--- config.mk ---
export PLATFORM = sky130hd
export DESIGN_NAME = vga_sync_flat
export DESIGN_NICKNAME = d
export VERILOG_FILES = /design/src/rtl/vga_sync_if.sv /design/src/rtl/vga_sync.sv /design/src/flat_wrapper.sv
export SDC_FILE = /design/constraint.sdc
export NUM_CORES = 1
export LEC_CHECK = 0
export ABC_AREA = 1
export BUFFER_PORTS_ARGS = -buffer_cell sky130_fd_sc_hd__buf_2
export CORE_MARGIN = 2
export CORE_UTILIZATION = 53
export CTS_CLUSTER_SIZE = 10
export DETAILED_ROUTE_END_ITERATION = 10
export HOLD_SLACK_MARGIN = 0.15
export PLACE_DENSITY = 0.86
export SLEW_MARGIN = 20
export SYNTH_ARGS = -nofsm -noshare
export SYNTH_HDL_FRONTEND = slang
export SYNTH_SLANG_ARGS = --single-unit
export TNS_END_PERCENT = 50
--- constraint.sdc ---
create_clock -name clk -period 2 [get_ports clk]
set_clock_uncertainty 0.2 [all_clocks]
set_input_delay 0.3 -clock clk [delete_from_list [all_inputs] [get_ports clk]]
set_output_delay 0.3 -clock clk [all_outputs]
set_load 0.01 [all_outputs]
--- src/rtl/vga_sync_if.sv ---
// Signals between vga_sync, the graphics block (pixel position, colour) and the VGA connector.
interface vga_sync_if;
  logic [2:0] graph_rgb;
  logic [9:0] pix_x;
  logic [9:0] pix_y;
  logic       video_on;
  logic       p_tick;
  logic       frame_end;
  logic       hsync;
  logic       vsync;
  logic [2:0] rgb;

  modport master (
    input  graph_rgb,
    output pix_x, pix_y, video_on, p_tick, frame_end, hsync, vsync, rgb
  );

  modport slave (
    output graph_rgb,
    input  pix_x, pix_y, video_on, p_tick, frame_end, hsync, vsync, rgb
  );
endinterface

--- src/rtl/vga_sync.sv ---
// VGA 640x480@60 timing generator; VGA_SYNC_ALIGN_EN delays hsync/vsync one pixel to line up with rgb.
// Latency: rgb is one pixel period behind pix_x/pix_y; free-running, no backpressure.
module vga_sync #(
  parameter int CLK_DIV   = 4,
  parameter int H_DISPLAY = 640,
  parameter int H_FRONT   = 16,
  parameter int H_SYNC    = 96,
  parameter int H_BACK    = 48,
  parameter int V_DISPLAY = 480,
  parameter int V_FRONT   = 10,
  parameter int V_SYNC    = 2,
  parameter int V_BACK    = 33
) (
  input logic        clk,
  input logic        reset_n,
  vga_sync_if.master vif
);
  localparam int H_TOTAL  = H_DISPLAY + H_FRONT + H_SYNC + H_BACK;
  localparam int V_TOTAL  = V_DISPLAY + V_FRONT + V_SYNC + V_BACK;
  localparam int HS_START = H_DISPLAY + H_FRONT;
  localparam int HS_END   = HS_START + H_SYNC - 1;
  localparam int VS_START = V_DISPLAY + V_FRONT;
  localparam int VS_END   = VS_START + V_SYNC - 1;
  localparam int DIV_W    = $clog2(CLK_DIV);

  logic [DIV_W-1:0] div;
  logic [9:0]       h;
  logic [9:0]       v;
  logic [9:0]       h_next;
  logic [9:0]       v_next;
  logic             p_tick;
  logic             h_end;
  logic             v_end;
  logic             video_on;
  logic             hsync_q;
  logic             vsync_q;
  logic [2:0]       rgb_q;

  assign p_tick   = (div == DIV_W'(CLK_DIV - 1));
  assign h_end    = (h == 10'(H_TOTAL - 1));
  assign v_end    = (v == 10'(V_TOTAL - 1));
  assign video_on = (h < 10'(H_DISPLAY)) && (v < 10'(V_DISPLAY));

  always_comb begin
    h_next = h;
    v_next = v;
    if (p_tick) begin
      h_next = h_end ? 10'd0 : h + 10'd1;
      if (h_end) begin
        v_next = v_end ? 10'd0 : v + 10'd1;
      end
    end
  end

  // Syncs decode the next-state counts so they switch on the same edge as h/v.
  always_ff @(posedge clk) begin
    if (!reset_n) begin
      div     <= '0;
      h       <= 10'd0;
      v       <= 10'd0;
      hsync_q <= 1'b1;
      vsync_q <= 1'b1;
      rgb_q   <= 3'b000;
    end else begin
      div     <= p_tick ? '0 : div + DIV_W'(1);
      h       <= h_next;
      v       <= v_next;
      hsync_q <= !((h_next >= 10'(HS_START)) && (h_next <= 10'(HS_END)));
      vsync_q <= !((v_next >= 10'(VS_START)) && (v_next <= 10'(VS_END)));
      if (p_tick) begin
        rgb_q <= video_on ? vif.graph_rgb : 3'b000;
      end
    end
  end

`ifdef VGA_SYNC_ALIGN_EN
  logic hsync_d;
  logic vsync_d;

  always_ff @(posedge clk) begin
    if (!reset_n) begin
      hsync_d <= 1'b1;
      vsync_d <= 1'b1;
    end else if (p_tick) begin
      hsync_d <= hsync_q;
      vsync_d <= vsync_q;
    end
  end

  assign vif.hsync = hsync_d;
  assign vif.vsync = vsync_d;
`else
  assign vif.hsync = hsync_q;
  assign vif.vsync = vsync_q;
`endif

  assign vif.pix_x     = h;
  assign vif.pix_y     = v;
  assign vif.video_on  = video_on;
  assign vif.p_tick    = p_tick;
  assign vif.frame_end = p_tick && h_end && v_end;
  assign vif.rgb       = rgb_q;
endmodule

--- src/flat_wrapper.sv ---
// flat-port wrapper written by rule: the top's interface ports become plain ports
module vga_sync_flat 
#(
  parameter int CLK_DIV   = 4,
  parameter int H_DISPLAY = 640,
  parameter int H_FRONT   = 16,
  parameter int H_SYNC    = 96,
  parameter int H_BACK    = 48,
  parameter int V_DISPLAY = 480,
  parameter int V_FRONT   = 10,
  parameter int V_SYNC    = 2,
  parameter int V_BACK    = 33
)
  (clk, reset_n, vif_graph_rgb, vif_pix_x, vif_pix_y, vif_video_on, vif_p_tick, vif_frame_end, vif_hsync, vif_vsync, vif_rgb);
  vga_sync_if vif_i ();
  input logic clk;
  input logic reset_n;
  input wire logic [$bits(vif_i.graph_rgb)-1:0] vif_graph_rgb;
  output wire logic [$bits(vif_i.pix_x)-1:0] vif_pix_x;
  output wire logic [$bits(vif_i.pix_y)-1:0] vif_pix_y;
  output wire logic [$bits(vif_i.video_on)-1:0] vif_video_on;
  output wire logic [$bits(vif_i.p_tick)-1:0] vif_p_tick;
  output wire logic [$bits(vif_i.frame_end)-1:0] vif_frame_end;
  output wire logic [$bits(vif_i.hsync)-1:0] vif_hsync;
  output wire logic [$bits(vif_i.vsync)-1:0] vif_vsync;
  output wire logic [$bits(vif_i.rgb)-1:0] vif_rgb;
  assign vif_i.graph_rgb = vif_graph_rgb;
  assign vif_pix_x = vif_i.pix_x;
  assign vif_pix_y = vif_i.pix_y;
  assign vif_video_on = vif_i.video_on;
  assign vif_p_tick = vif_i.p_tick;
  assign vif_frame_end = vif_i.frame_end;
  assign vif_hsync = vif_i.hsync;
  assign vif_vsync = vif_i.vsync;
  assign vif_rgb = vif_i.rgb;
  vga_sync #(.CLK_DIV(CLK_DIV), .H_DISPLAY(H_DISPLAY), .H_FRONT(H_FRONT), .H_SYNC(H_SYNC), .H_BACK(H_BACK), .V_DISPLAY(V_DISPLAY), .V_FRONT(V_FRONT), .V_SYNC(V_SYNC), .V_BACK(V_BACK)) u_core (.clk(clk), .reset_n(reset_n), .vif(vif_i));
endmodule
==> key figures <==
Power and ir drop
  • Cell Int Power: 660 uW
  • Net Sw Power: 211 uW
  • Power Total: 871 uW
  • Comb pwr share: under 10%
  • Power Dens Cells: roughly 470 nW/um^2
  • Leakage: between 0.8 and 0.9 nW
  • Clk pwr share: about 28%
  • Peak supply drop: approximately 0.00039 V
  • Flop pwr share: approximately 64%
  • Net Sw Frac: around a quarter

Finish
  • P&R area growth vs syn: 29.2%
  • Layout Nets: approximately 280
  • FILL cells: just over 200
  • Layout cells sized above 1: 31.3%
  • N_diodes: 0

Die
  • Die ar.: between 3000 and 4000 um^2
  • DIE WIDTH: 55.9 um
  • # IOs: 33
  • Core box area: 2520 um^2
  • Die H: between 50 and 60 um
  • Initial Util: a little under three fifths
  • FP Rows: 18

Placement
  • DP HPWL: approximately 2500 um
  • Gp weighted congestion: 0.867
  • Worst slack, placed: about 0.058 ns
  • Port buffer count: 32

Run status
  • Failing checks: setup timing
  • Status: finished, violations left

Setup path
  • Crit path largest cell delay: about 0.38 ns
  • Crit Path Class: reg2out
  • CP cell instances: ha_4, nand2_2, nor2_4, nand4_1, nor2_2, buf_2
  • CP arrival: about 1.5 ns
  • Slowest cell on the critical path: dfxtp_2
  • Worst Path Max Fanout: 2
  • FF-to-FF End: u_core.vif.vsync$_SDFF_PN1_
  • Worst reg2reg startpoint: u_core.vif.pix_y[0]$_SDFF_PN0_
  • Worst reg-to-reg setup slack: 0.05 ns
  • CP Launch Type: register
  • CP endpoint kind: output pin
  • FF-to-FF path depth: 13
  • Worst path required time: 1.50 ns

Clock tree
  • CTS root buffer: clkbuf_4
  • Total CTS buffers: 3
  • CTS tree: built
  • CTS HTree Levels: 1
  • Clock Latency Late Sink: about 0.33 ns
  • Clock slew at reported path FFs: roughly 0.15 ns
  • Longest Clk Path Bufs: 2
  • Sink Count: 27

Global routing
  • Vias in the first global route: 1423
  • Largest net degree at the start of global routing: 19
  • Grt ovf: 0
  • Total track usage: 24.5%
  • Initial antenna violation count: 0
  • First-pass GRT wire length: 6140 um

Yosys
  • Avg Cell Area, Syn: 6.65 um^2
  • Simple-gate share of the synthesized area: roughly two fifths
  • Compound-Gate Fraction of Synth Area: roughly 5.1%
  • Largest family of logic cells by synthesized area: simple AND/OR/NAND/NOR gates
  • Mapped Area: ~1400 um^2
  • Seq/Total Area, Yosys: a little under two fifths
  • Mapped Nets: about 220
  • #FFs+latches synth: 27
  • Top-area cell type share of the netlist area: 37.8%
  • Synth Area in Adders: 3.50%
  • Largest area contributor in the netlist: dfxtp_1
  • Mux cell area share after synthesis: 0%
  • Synth area leaders: dfxtp_1 38%, nand2_1 15%, nor2_1 10%
  • Synth warn: 0
  • Area share of xor/xnor cells in the synthesized design: between 3 and 4%
  • Cells after synthesis: between 200 and 250
  • Synth unique cells: 24

STA
  • Final WS setup: -0.00486 ns
  • Max Transition Viols Final: 0
  • F_max: 499 MHz
  • Final Critical Period: approximately 2 ns
  • Slew headroom: ~82%
  • Worst-Margin Slew: 0.264 ns
  • Final hold vios: 0
  • Period utilization: 100%
  • RSZ-0062 raised after global routing: yes
  • Final setup violation count: 1
  • Fin Setup TNS: -0.00486 ns

Detailed routing
  • DRC viols: 0
  • First-pass DRT Iterations: 4
  • Met2 WL: roughly 1800 um
  • Met3 wire len: ~310 um
  • Routed wire length: between 3000 and 4000 um
  • DR top layer: met4
  • Routed WL per cell: roughly 13 um
  • Via-per-instance ratio: 5.30
  • Via Count: roughly 1600
  • Initial drt markers: slightly above 70
  • Post-DRT Antenna Nets: 0
  • WL met1: roughly 1500 um

Worst hold path
  • Hold depth: 2
  • Worst hold path endpoint: u_core.vif.rgb[1]$_SDFFE_PN0P_
  • Min-delay src: u_core.vif.rgb[1]$_SDFFE_PN0P_
  • HP Class: reg2reg

Flow run
  • Maxcap violations: 0
## state kept, by name (all words and copies together), names as in the netlist
| register | flops |
|---|---|
| u_core.vif.pix_x | 10 |
| u_core.vif.rgb | 3 |
| u_core.vif.vsync | 1 |
| u_core.vif.pix_y | 10 |
| u_core.div | 2 |
| u_core.vif.hsync | 1 |
## through the flow
stage	instances	hold slack [ns]	util, %	instance area (um^2)
finish	295	0.285	73.2	1850
global placement	280	0.206	65.5	1650
detailed placement	280	0.214	65.5	1650
CTS	293	0.283	70.9	1790
floorplan	215	0.198	-	1430
global route	295	0.317	73.2	1850
## area by class of cell
type                            instances  area, um^2  share of cell area (%)
Clock buffer                            4        26.3                    1.42
Inverter                               28         108                    5.83
Multi-Input combinational cell        157         821                    44.5
Sequential cell                        27         556                    30.1
Tap cell                               30        37.5                    2.03
Timing Repair Buffer                   49         298                    16.1
## cells in the mapped netlist
cell type and instances:
clkinv_1 1, nor3b_1 1, buf_6 1, nor3_1 3, xor2_1 5, a211oi_1 1
dfxtp_1 27, inv_2 1, nand2_1 56, nand4_1 4, nand2_2 4, a21oi_1 10
o21ai_0 3, nand3_2 2, inv_1 26, buf_2 1, and3_1 2, clkbuf_1 1
ha_1 4, nor2_4 2, nor2_1 39, nor2_2 3, nand3_1 17, xnor2_1 1
## layout by cell type, fill, tap and decap left out, drive strengths merged
cell type,n
xor2,5
and3,2
a211oi,1
dlygate4sd3,4
a21oi,10
o21ai,3
nand3,19
clkbuf,4
nor3,3
nor2,44
inv,27
xnor2,1
ha,4
buf,45
nor3b,1
nand4,4
clkinv,1
nand2,60
dfxtp,27
## logic make-up (layout without fill, tap and decap cells)
| family | count (synthesis) | in the layout |
|---|---|---|
| XOR/XNOR | 6 | 6 |
| AND/OR/NAND/NOR | 133 | 133 |
| AO/OA/AOI/OAI | 14 | 14 |
| buffers and inverters | 31 | 81 |
| flip-flops | 27 | 27 |
| adder cells (fa/ha/maj) | 4 | 4 |
## per-layer routing
metal	global-route usage (%)	vias up
met2	42.5	81
met3	3.49	5
li1	-	770
met5	0	-
met1	30.8	708
met4	9.18	0
## repair_timing
| item | CTS | global route |
|---|---|---|
| endpoints found under the setup margin | 1 | 3 |
| pin swaps | 3 | 6 |
| resized for setup | 8 | 21 |
| hold buffers | 4 | 0 |
| setup buffers | 5 | 2 |
| endpoints found under the hold margin | 10 | 0 |
## critical path, delay by kind of cell (launching register included)
kind	cells	cell delay (ns)
DFF	1	0.38
buffers and inverters	1	0.15
and+or+nand+nor	4	0.51
adders and majority gates	1	0.14
## power by group through the flow
stage | clock [mW] | combinational (mW) | sequential, mW
after floorplan | 0 | 0.0263 | 0.565
after global placement | 0 | 0.0533 | 0.563
after detailed placement | 0 | 0.0544 | 0.563
after CTS | 0.247 | 0.0640 | 0.555
after global routing | 0.260 | 0.0782 | 0.555
final | 0.247 | 0.0700 | 0.554
## how the worst max path moves through the flow
stage,start,to,slack (ns),cells past startpoint
floorplan,u_core.vif.pix_x[0]$_SDFF_PN0_,u_core.vif.vsync$_SDFF_PN1_,0.21,13
global placement,u_core.vif.pix_x[1]$_SDFF_PN0_,vif_frame_end,0.13,6
detailed placement,u_core.vif.pix_x[1]$_SDFF_PN0_,vif_frame_end,0.06,6
CTS,u_core.div[0]$_SDFF_PP0_,vif_frame_end,0.003,6
global route,u_core.vif.pix_y[0]$_SDFF_PN0_,u_core.vif.vsync$_SDFF_PN1_,-0.10,13
finish,u_core.vif.pix_x[0]$_SDFF_PN0_,vif_frame_end,-0.005,6
Note: power is estimated with default switching activity, not from simulation.
